$ cat config.mk
export PLATFORM = sky130hd
export DESIGN_NAME = ip_header_rx_flat
export DESIGN_NICKNAME = d
export VERILOG_FILES = /design/src/rtl/ip_header_rx_if.sv /design/src/rtl/ip_header_rx.sv /design/src/flat_wrapper.sv
export SDC_FILE = /design/constraint.sdc
export NUM_CORES = 1
export LEC_CHECK = 0
export CAP_MARGIN = 20
export CORE_ASPECT_RATIO = 0.9
export CORE_MARGIN = 3
export CORE_UTILIZATION = 49
export CTS_CLUSTER_SIZE = 40
export DETAILED_ROUTE_END_ITERATION = 8
export DONT_BUFFER_PORTS = 1
export PLACE_DENSITY = 0.66
export REMOVE_ABC_BUFFERS = 1
export SETUP_SLACK_MARGIN = 0.5
export SLEW_MARGIN = 20
export SYNTH_ARGS = -nofsm -noshare
export SYNTH_HDL_FRONTEND = slang
export SYNTH_SLANG_ARGS = --single-unit
$ cat constraint.sdc
create_clock -name aclk -period 11.4 [get_ports aclk]
set_input_delay 3.42 -clock aclk [delete_from_list [all_inputs] [get_ports aclk]]
set_output_delay 3.42 -clock aclk [all_outputs]
set_load 0.02 [all_outputs]
$ cat src/rtl/ip_header_rx_if.sv
// Byte stream feeding the IPv4 header parser.
// Handshake: there is no back-pressure. eth_header_ip_rx_done is a one-cycle
// start pulse; after it, a byte on data_in is consumed on every rising edge
// where data_valid is high. Cycles with data_valid low carry nothing and
// stall the parser.
interface ip_header_rx_if;
  logic       eth_header_ip_rx_done;
  logic [7:0] data_in;
  logic       data_valid;

  modport master (
    output eth_header_ip_rx_done,
    output data_in,
    output data_valid
  );

  modport slave (
    input eth_header_ip_rx_done,
    input data_in,
    input data_valid
  );
endinterface

$ cat src/rtl/ip_header_rx.sv
// IPv4 receive header parser: consumes the 20-byte header, validates the
// fixed fields, the checksum and optionally the destination address, and
// publishes source/destination address and UDP length on success.
module ip_header_rx #(
  parameter logic [31:0] LOCAL_IP_ADDR = 32'hC0A8_0001,
  parameter int          ADDR_FILTER   = 1
) (
  input  logic          aclk,
  input  logic          aresetn,
  ip_header_rx_if.slave hdr_if,
  output logic [31:0]   ip_s_addr,
  output logic [31:0]   ip_d_addr,
  output logic [15:0]   udp_len,
  output logic          ip_header_rx_done,
  output logic          ip_header_rx_err,
  output logic [2:0]    err_code,
  output logic [1:0]    state_dbg
);

  typedef enum logic [1:0] {
    WAIT_START = 2'd0,
    HEADER     = 2'd1,
    CHECK      = 2'd2
  } state_t;

  state_t      state;
  logic [4:0]  idx;
  logic [31:0] acc;
  logic [7:0]  prev_byte;
  logic [7:0]  byte0;
  logic [15:0] total_len;
  logic [15:0] frag;
  logic [7:0]  protocol;
  logic [31:0] s_sh;
  logic [31:0] d_sh;

  logic [31:0] fold1;
  logic [31:0] fold2;
  logic [2:0]  check_code;

  assign state_dbg = state;

  // Checksum fold and prioritised header checks; 0 means the header passes.
  always_comb begin
    fold1      = {16'd0, acc[15:0]} + {16'd0, acc[31:16]};
    fold2      = {16'd0, fold1[15:0]} + {16'd0, fold1[31:16]};
    check_code = 3'd0;
    if (byte0 != 8'h45)
      check_code = 3'd1;
    else if (protocol != 8'h11)
      check_code = 3'd2;
    else if ((frag & 16'h3FFF) != 16'd0)
      check_code = 3'd3;
    else if (total_len < 16'd28)
      check_code = 3'd4;
    else if (fold2 != 32'h0000_FFFF)
      check_code = 3'd5;
    else if ((ADDR_FILTER != 0) && (d_sh != LOCAL_IP_ADDR))
      check_code = 3'd6;
  end

  // Parser FSM: byte capture, checksum accumulation and result publication.
  always_ff @(posedge aclk) begin
    if (!aresetn) begin
      state             <= WAIT_START;
      idx               <= 5'd0;
      acc               <= 32'd0;
      prev_byte         <= 8'd0;
      byte0             <= 8'd0;
      total_len         <= 16'd0;
      frag              <= 16'd0;
      protocol          <= 8'd0;
      s_sh              <= 32'd0;
      d_sh              <= 32'd0;
      ip_s_addr         <= 32'd0;
      ip_d_addr         <= 32'd0;
      udp_len           <= 16'd0;
      ip_header_rx_done <= 1'b0;
      ip_header_rx_err  <= 1'b0;
      err_code          <= 3'd0;
    end else begin
      ip_header_rx_done <= 1'b0;
      ip_header_rx_err  <= 1'b0;
      case (state)
        WAIT_START: begin
          if (hdr_if.eth_header_ip_rx_done) begin
            state <= HEADER;
            idx   <= 5'd0;
            acc   <= 32'd0;
          end
        end
        HEADER: begin
          if (hdr_if.data_valid) begin
            prev_byte <= hdr_if.data_in;
            if (idx[0])
              acc <= acc + {16'd0, prev_byte, hdr_if.data_in};
            case (idx)
              5'd0:  byte0           <= hdr_if.data_in;
              5'd2:  total_len[15:8] <= hdr_if.data_in;
              5'd3:  total_len[7:0]  <= hdr_if.data_in;
              5'd6:  frag[15:8]      <= hdr_if.data_in;
              5'd7:  frag[7:0]       <= hdr_if.data_in;
              5'd9:  protocol        <= hdr_if.data_in;
              5'd12: s_sh[31:24]     <= hdr_if.data_in;
              5'd13: s_sh[23:16]     <= hdr_if.data_in;
              5'd14: s_sh[15:8]      <= hdr_if.data_in;
              5'd15: s_sh[7:0]       <= hdr_if.data_in;
              5'd16: d_sh[31:24]     <= hdr_if.data_in;
              5'd17: d_sh[23:16]     <= hdr_if.data_in;
              5'd18: d_sh[15:8]      <= hdr_if.data_in;
              5'd19: d_sh[7:0]       <= hdr_if.data_in;
              default: ;
            endcase
            if (idx == 5'd19) begin
              state <= CHECK;
              idx   <= 5'd0;
            end else begin
              idx <= idx + 5'd1;
            end
          end
        end
        CHECK: begin
          state <= WAIT_START;
          if (check_code == 3'd0) begin
            ip_s_addr         <= s_sh;
            ip_d_addr         <= d_sh;
            udp_len           <= total_len - 16'd20;
            ip_header_rx_done <= 1'b1;
          end else begin
            ip_header_rx_err <= 1'b1;
            err_code         <= check_code;
          end
        end
        default: state <= WAIT_START;
      endcase
    end
  end

endmodule
$ cat src/flat_wrapper.sv
// flat-port wrapper written by rule: the top's interface ports become plain ports
module ip_header_rx_flat 
#(
  parameter logic [31:0] LOCAL_IP_ADDR = 32'hC0A8_0001,
  parameter int          ADDR_FILTER   = 1
)
  (aclk, aresetn, ip_s_addr, ip_d_addr, udp_len, ip_header_rx_done, ip_header_rx_err, err_code, state_dbg, hdr_if_eth_header_ip_rx_done, hdr_if_data_in, hdr_if_data_valid);
  ip_header_rx_if hdr_if_i ();
  input  logic aclk;
  input  logic aresetn;
  output logic [31:0] ip_s_addr;
  output logic [31:0] ip_d_addr;
  output logic [15:0] udp_len;
  output logic ip_header_rx_done;
  output logic ip_header_rx_err;
  output logic [2:0] err_code;
  output logic [1:0] state_dbg;
  input wire logic [$bits(hdr_if_i.eth_header_ip_rx_done)-1:0] hdr_if_eth_header_ip_rx_done;
  input wire logic [$bits(hdr_if_i.data_in)-1:0] hdr_if_data_in;
  input wire logic [$bits(hdr_if_i.data_valid)-1:0] hdr_if_data_valid;
  assign hdr_if_i.eth_header_ip_rx_done = hdr_if_eth_header_ip_rx_done;
  assign hdr_if_i.data_in = hdr_if_data_in;
  assign hdr_if_i.data_valid = hdr_if_data_valid;
  ip_header_rx #(.LOCAL_IP_ADDR(LOCAL_IP_ADDR), .ADDR_FILTER(ADDR_FILTER)) u_core (.aclk(aclk), .aresetn(aresetn), .hdr_if(hdr_if_i), .ip_s_addr(ip_s_addr), .ip_d_addr(ip_d_addr), .udp_len(udp_len), .ip_header_rx_done(ip_header_rx_done), .ip_header_rx_err(ip_header_rx_err), .err_code(err_code), .state_dbg(state_dbg));
endmodule
==> results.md <==
STA:
- The hold violation total from the final report came to 0.
- Setup repair after global routing left no endpoint under its margin.
- Dividing the final minimum period by the clock period gives 0.5385.
- The time the worst path needs with I/O delays and setup is 6.139 ns.
- The number of pins exceeding their max-slew limit in the final report is 0.
- Summed over all failing endpoints, the final setup total negative slack is 0 ns.
- Setup violations remaining at the end of the flow were counted as 0.
- The clock arrives with about 0.013 ns of skew.
- Measured against its own limit, the worst slew margin works out to 0.3165.
- Based on the critical path, the design can be clocked at up to around 0.16 GHz.
- For the pin with the worst max-slew slack, the measured transition is 1.021 ns.

Synthesis:
- The count of state elements after synthesis is about 240.
- The most used flip-flop cell after synthesis is dfxtp_1.
- The number of enable-type register cells in the synthesized netlist is 0.
- Synthesis handed over a netlist of 1263 instances.
- Of the total synthesized cell area, the portion taken by full adders, half adders and majority gates is 0.05019.
- The average instance in the mapped netlist occupies 8.725 um2.
- The post-synthesis instance area is 11020 um2.
- Measured against the total synthesized area, the mux share comes to 0.08823.
- The fraction of the mapped netlist area in compound gates is 0.1223.
- The share of the Yosys chip area taken by registers is 0.4397.
- After synthesis, the share of flip-flops with an asynchronous set or reset is 0.
- Of the total synthesized cell area, the portion taken by AND, OR, NAND and NOR gates is 0.2233.
- Of the total synthesized cell area, the portion taken by XOR and XNOR cells is 0.03815.
- The dominant combinational cell family by area after synthesis is simple AND/OR/NAND/NOR gates.
- The Yosys step of the flow raised 0 warnings.
- In this run, distinct cell masters in the synthesized netlist total 75.

Placement:
- The number of I/O port buffers is 0.
- The number of instances in the placed design is 1490.
- Routability-driven placement finished with a final weighted congestion of between 0.9 and 1.
- The post-DP HPWL is 16.47 mm.

Detailed routing:
- The routed length on met3 is 1.381 mm.
- The first routing iteration left 384 violations.
- Dividing the detail-routed wire length by the instance count gives ~16 um.
- The highest metal layer used by the detailed router is met4.
- In this run the remaining antenna-violating nets after routing total 0.
- For this block, wires on met1 add up to roughly 13 mm.
- Using the TritonRoute via totals, the vias-per-cell ratio works out to 5.492.
- After detailed routing, the number of remaining DRC violations is 0.
- The number of iterations in the first detailed-routing pass is 4.
- Across all layers, the routed design uses 8420 vias.
- The routed length on met2 is 10.35 mm.
- After detailed routing, the total wire length is 24.69 mm.

Min path:
- The worst hold path class is flop to flop.
- The startpoint identified for the worst hold timing path is u_core.s_sh[3].
- The endpoint of the worst hold path is u_core.s_sh[3].
- Along the worst hold path, the cell count comes to 2.

Setup path:
- The worst setup path is launched from a flop.
- The start point of the critical path is u_core.acc[16].
- At the worst endpoint, the required time is approximately 12 ns.
- For this design, the slowest cell found on the critical path is or4_1.
- The worst register-to-register path begins at u_core.acc[16].
- By instance count, the cell type seen most on the critical path is ha_1.
- The endpoint kind of the worst setup timing path is a flop.
- Data on the critical path arrives at its endpoint at 6.54 ns.
- The slack of the worst reg-to-reg path is roughly 5.3 ns.
- The critical setup path kind is flop to flop.
- Walking the worst path, the cells encountered are ha_1 -> inv_1 -> fa_1 -> and2b_1 -> o2111a_2 -> o211a_1 -> o221ai_1 -> a21boi_0 -> o21ai_0 -> nand2b_1 -> a21o_1 -> ha_1 -> ha_1 -> inv_1 -> or4_1 -> a311oi_1 -> o311ai_1 -> or3_1 -> a2111oi_4 -> buf_4 -> buf_4 -> nor2_2 -> and2_1.
- Along the worst path, the maximum fanout reaches 57.
- The worst stage delay on the critical path is 0.51 ns.
- The endpoint of the most critical register-to-register path is u_core.ip_d_addr[8].
- The logic depth of the worst register-to-register path is 23.

Clocking:
- The number of buffers added to fix hold violations after cts is 0.
- In this run the clock root is driven by a clkbuf_16.
- In this run the deepest clock path goes through 3 buffers.
- The number of buffers added by the clock tree synthesis step is 24.
- Clock-pin slew was measured on the worst setup and hold paths at 0.06 ns.
- TritonCTS built the clock tree.
- Once the clock tree was built, the resizer swapped 0 gates to a different size.
- The clock insertion delay at the later pin of the skew report is 0.51 ns.
- The number of setup buffers added after CTS is 0.
- The clock net in this run drives a total of 242 sinks.
- CTS built an H-tree with a depth of 1.

Job:
- The count of max-cap constraint violations is 0.

Layout:
- The final layout contains 1280 nets.
- The number of antenna cells inserted is 0.
- Relative to the synthesized area, the layout overhead comes to 7.914%.
- The final design utilization is 0.5433.
- In the layout the commonest cells are dfxtp_1, nor2_1, nand2_1.
- In the final layout, the share of cells above drive strength 1 is 0.05314.
- The post-layout instance count excluding filler cells is 1533.
- Leaving out fill and tap cells, the most frequent cell in the layout is dfxtp_1.

Power:
- The leakage component of the power is 0.004577 uW.
- The power density over the cells is 141.9 nW/um2.
- The worst IR drop on VDD is 0.09692 mV.

GRT:
- The overflow left after global routing is 0.
- For this run, the total global-route usage over all layers was measured as 0.2029.
- The first global-routing pass estimated 41.04 mm of wire.
- The maximum number of pins on one net before global-route repair is 104.
- The initial antenna violation count is 0.
- The via count of the first global-routing pass is 7935.

Floorplan:
- The standard cell core area is 21890 um2.
- For this configuration, the core starts out at a cell density of 0.5035.
- The vertical extent of the die is 148.3 um.
- The floorplan step defined a die boundary enclosing 24330 um2.
- The initialized floorplan defines between 50 and 60 standard-cell rows.
- The floorplan step set the die width to 164.1 um.
- between 90 and 100 I/O pins were placed.

Run status:
- The flow ran to the end, and the final reports show no timing, DRC or antenna violations.
-- layout make-up --
cell class	count	area (um2)
clock buffer	40	732.0
clock inverter	3	40.04
fill	1998	9996
inverter	26	100.1
multi-input combinational	924	5758
sequential	242	4845
tap	291	364.1
timing repair buffer	7	52.55
-- stage by stage --
| step | hold slack (ns) | setup slack, ns | area [um2] | power (uW) |
|---|---|---|---|---|
| after floorplan | 0.4360 | 4.525 | 10700 | 917.8 |
| after global placement | 0.4465 | 4.986 | 11120 | 933.0 |
| after detailed placement | 0.4468 | 4.824 | 11120 | 933.6 |
| after CTS | 0.4553 | 5.260 | 11890 | 1703 |
| after global routing | 0.4770 | 4.745 | 11890 | 1746 |
| final | 0.4561 | 5.261 | 11890 | 1687 |
-- flip-flops by register name, indices dropped and copies added (netlist names), 8 cells and up --
register	cells
u_core.acc	32
u_core.byte0	8
u_core.d_sh	32
u_core.frag	14
u_core.ip_d_addr	32
u_core.ip_s_addr	32
u_core.prev_byte	8
u_core.protocol	8
u_core.s_sh	32
u_core.total_len	16
u_core.udp_len	16
-- worst max-delay path by stage --
stage | end | slack [ns] | cells after the start
3_5_place_dp | u_core.acc[24] | 4.82 | 12
2_1_floorplan | u_core.ip_d_addr[10] | 4.53 | 20
5_1_grt | u_core.ip_d_addr[8] | 4.75 | 23
3_3_place_gp | u_core.acc[24] | 4.99 | 12
4_1_cts | u_core.ip_d_addr[26] | 5.26 | 23
6_report | u_core.ip_d_addr[8] | 5.26 | 23
-- routing by layer --
layer,global-route usage,vias to the layer above
met4,0.04271,0
li1,-,4313
met5,0,-
met3,0.03592,27
met1,0.3063,3875
met2,0.3031,205
-- synth_stat cells (all sizes together), types with 4 or more instances --
master	count	area [um2]
nor3b	8	60.06
or4	4	30.03
inv	26	97.59
a211oi	4	30.03
nor2	169	636.9
and2	33	211.5
nand2b	8	50.05
nor4b	6	52.55
or3	15	95.09
a22oi	10	75.07
nor4	12	75.07
nand2	130	488.0
and3	8	51.30
dfxtp	242	4845
xnor2	28	245.2
nand3	77	385.4
o21a	4	30.03
and4	5	46.30
xor2	20	175.2
nor2b	9	56.30
buf	14	88.84
mux2i	96	960.9
a21oi	70	350.3
clkbuf	57	234.0
nor3	15	75.07
o21ai	76	380.4
ha	41	513.0
a21o	11	82.58
a31oi	4	31.28
o21bai	6	45.04
nand4	8	50.05
-- report_power, final --
part,total (uW),internal [uW],switching [uW]
logic,58.1,19.7,38.4
clock network,772,458,314
registers,857,851,6.14
-- cells by family (layout without fill, tap and decap cells) --
logic type / after synthesis / in the layout
XOR/XNOR: 48 / 48
flip-flops: 242 / 242
adder cells (fa/ha/maj): 43 / 43
AO/OA/AOI/OAI: 218 / 218
AND/OR/NAND/NOR: 518 / 518
multiplexers: 97 / 97
buffers and inverters: 97 / 76
-- critical path, delay by kind of cell (launching register included) --
| kind | cells | cell delay [ns] |
|---|---|---|
| compound gates | 9 | 1.82 |
| fa+ha+maj | 4 | 0.94 |
| buf+inv | 4 | 1.05 |
| flops | 1 | 0.42 |
| simple gates | 6 | 1.74 |
(Power assumes the default switching activity.)
==> edit: new RTL, config.mk and constraints unchanged <==
Put one more register stage on the output `state_dbg`, cleared by the reset. The value now appears one clock later. The other outputs are not delayed to match.
--- a/src/rtl/ip_header_rx.sv
+++ b/src/rtl/ip_header_rx.sv
@@ -38,7 +38,13 @@
   logic [31:0] fold2;
   logic [2:0]  check_code;
 
-  assign state_dbg = state;
+  always_ff @(posedge aclk) begin
+    if (!aresetn) begin
+      state_dbg <= '0;
+    end else begin
+      state_dbg <= state;
+    end
+  end
 
   // Checksum fold and prioritised header checks; 0 means the header passes.
   always_comb begin
Function: changed (Yosys sat finds a counterexample within 4 cycles, from zero or initial values and one cycle with aresetn low).
==> edit against the unedited design <==
Total power increased by 3.6%; cell area increased by 0.31%; sequential cell count is 2 higher; largest cell class unchanged; area after synthesis fell by 0.74%; clock power is 8.7% higher; die area shrank 0.71%; setup slack improved by 0.50 ns; routed wire length decreased by 1.1%; sequential power up 0.6%; combinational power is 20% lower; largest power group unchanged.
==> edit: results (changes against the unedited design) <==
metric,value,unit,change
status,finished clean,,unchanged
place_congestion,0.849,,was 0.916
p_leak,5.04,nW,was 4.58 nW
viasPerCell,5.45,,was 5.49
grt_util_met3,4.12,%,was 3.59%
worstMarginPinSlew,0.957,ns,was 1.02 ns
worst_r2r_path_depth,21,,was 23
grt_max_degree,134,,was 104
dp_hpwl,16400,um,was 16500 um
synthXorXnorAreaFrac,4.24,%,was 3.82%
grtUsageTotal,19.7,%,was 20.3%
synthTopCellsByArea,"dfxtp_1, mux2i_1, nand2_1, nor2_1, ha_1",,"was dfxtp_1, mux2i_1, nor2_1, ha_1, nand2_1"
fillerInstances,1961,,was 1998
internal_power,1.37,mW,was 1.33 mW
nets,1220,,was 1280
ys_types,67,,was 75
crit_slowest_cell,fa_1,,was or4_1
clk_latency,0.53,ns,was 0.51 ns
final_layout_size_suffix_gt1_share,4.91,%,was 5.31%
met2_usage,30.1,%,was 30.3%
drt_iter0_markers,559,,was 384
post_synth.cell_area_avg,9.18,sq um,was 8.72 sq um
met3_length,1570,um,was 1380 um
reg2reg_to,u_core.ip_s_addr[21]$_SDFFE_PN0P_,,was u_core.ip_d_addr[8]$_SDFFE_PN0P_
dpl_cell_area,0.0111,sq mm,about the same
synthAdderAreaFrac,5.06,%,was 5.02%
m1WireLength,12100,um,was 12700 um
reg2reg_slack,5.99,ns,was 5.26 ns
placed_cells,1428,,was 1490
synthTopCellsByCount,"dfxtp_1, nand2_1, nor2_1",,"was dfxtp_1, nor2_1, nand2_1"
p_clk_share,48.0,%,was 45.7%
drtPass1Iterations,5,,was 4
endpoint,u_core.acc[24]$_SDFFE_PN0P_,,was u_core.ip_d_addr[8]$_SDFFE_PN0P_
cts_buffers,26,,was 24
seq_area_frac_synth,44.7,%,was 44.0%
fin_cells,1473,,was 1533
slowest_delay,0.41,ns,was 0.51 ns
synth_compound_area_share,8.68,%,was 12.2%
path_max_fanout,16,,was 57
grt_pass1_vias,7504,,was 7935
skew,0.0179,ns,was 0.0131 ns
synthMuxAreaShare,14.0,%,was 8.82%
max-vdd-ir-drop,96.0,uV,was 96.9 uV
grt_pass1_wl,39100,um,was 41000 um
setup.worst_path.start,hdr_if_data_in[0],,was u_core.acc[16]$_SDFFE_PN0P_
grt_use_met1,28.7,%,was 30.6%
htreeDepth,1,,unchanged
wirelength,24400,um,was 24700 um
[edit: cell types whose count changed in the layout (fill, tap and decap cells not counted), moves of 28 or more]
cell,unedited run,this run
a21oi_1,70,42
and3_1,7,37
mux2i_1,96,152
nand2_1,130,166
nand3_1,77,23
o21ai_0,73,22
[edit: how the worst min path moves through the flow]
| stage | from | to | cells after the start | slack [ns] |
|---|---|---|---|---|
| 6_report | u_core.s_sh[4]$_SDFFE_PN0P_ | u_core.s_sh[4]$_SDFFE_PN0P_ | 2 | 0.45 |
| 5_1_grt | u_core.s_sh[2]$_SDFFE_PN0P_ | u_core.ip_s_addr[2]$_SDFFE_PN0P_ | 2 | 0.47 |
| 4_1_cts | u_core.s_sh[3]$_SDFFE_PN0P_ | u_core.s_sh[3]$_SDFFE_PN0P_ | 2 | 0.46 |
| 3_5_place_dp | u_core.s_sh[3]$_SDFFE_PN0P_ | u_core.s_sh[3]$_SDFFE_PN0P_ | 2 | 0.45 |
| 3_3_place_gp | u_core.s_sh[23]$_SDFFE_PN0P_ | u_core.ip_s_addr[23]$_SDFFE_PN0P_ | 2 | 0.44 |
| 2_1_floorplan | u_core.s_sh[0]$_SDFFE_PN0P_ | u_core.s_sh[0]$_SDFFE_PN0P_ | 2 | 0.44 |
[edit: metrics by stage]
stage	total power [mW]	worst slack, ns	hold slack (ns)	utilization (%)
5_1_grt	1.80	5.52	0.471	54.8
3_3_place_gp	0.927	5.31	0.445	50.9
2_1_floorplan	0.915	3.51	0.437	-
6_report	1.75	5.76	0.453	54.8
4_1_cts	1.76	5.82	0.457	54.8
3_5_place_dp	0.927	5.27	0.448	50.9
[edit: area by class of cell]
type	count	share of cell area (%)
timing repair buffer	5	0.315
clock inverter	7	0.860
multi-input combinational	863	47.8
inverter	25	0.797
tap	291	3.05
clock buffer	38	6.25
sequential	244	41.0
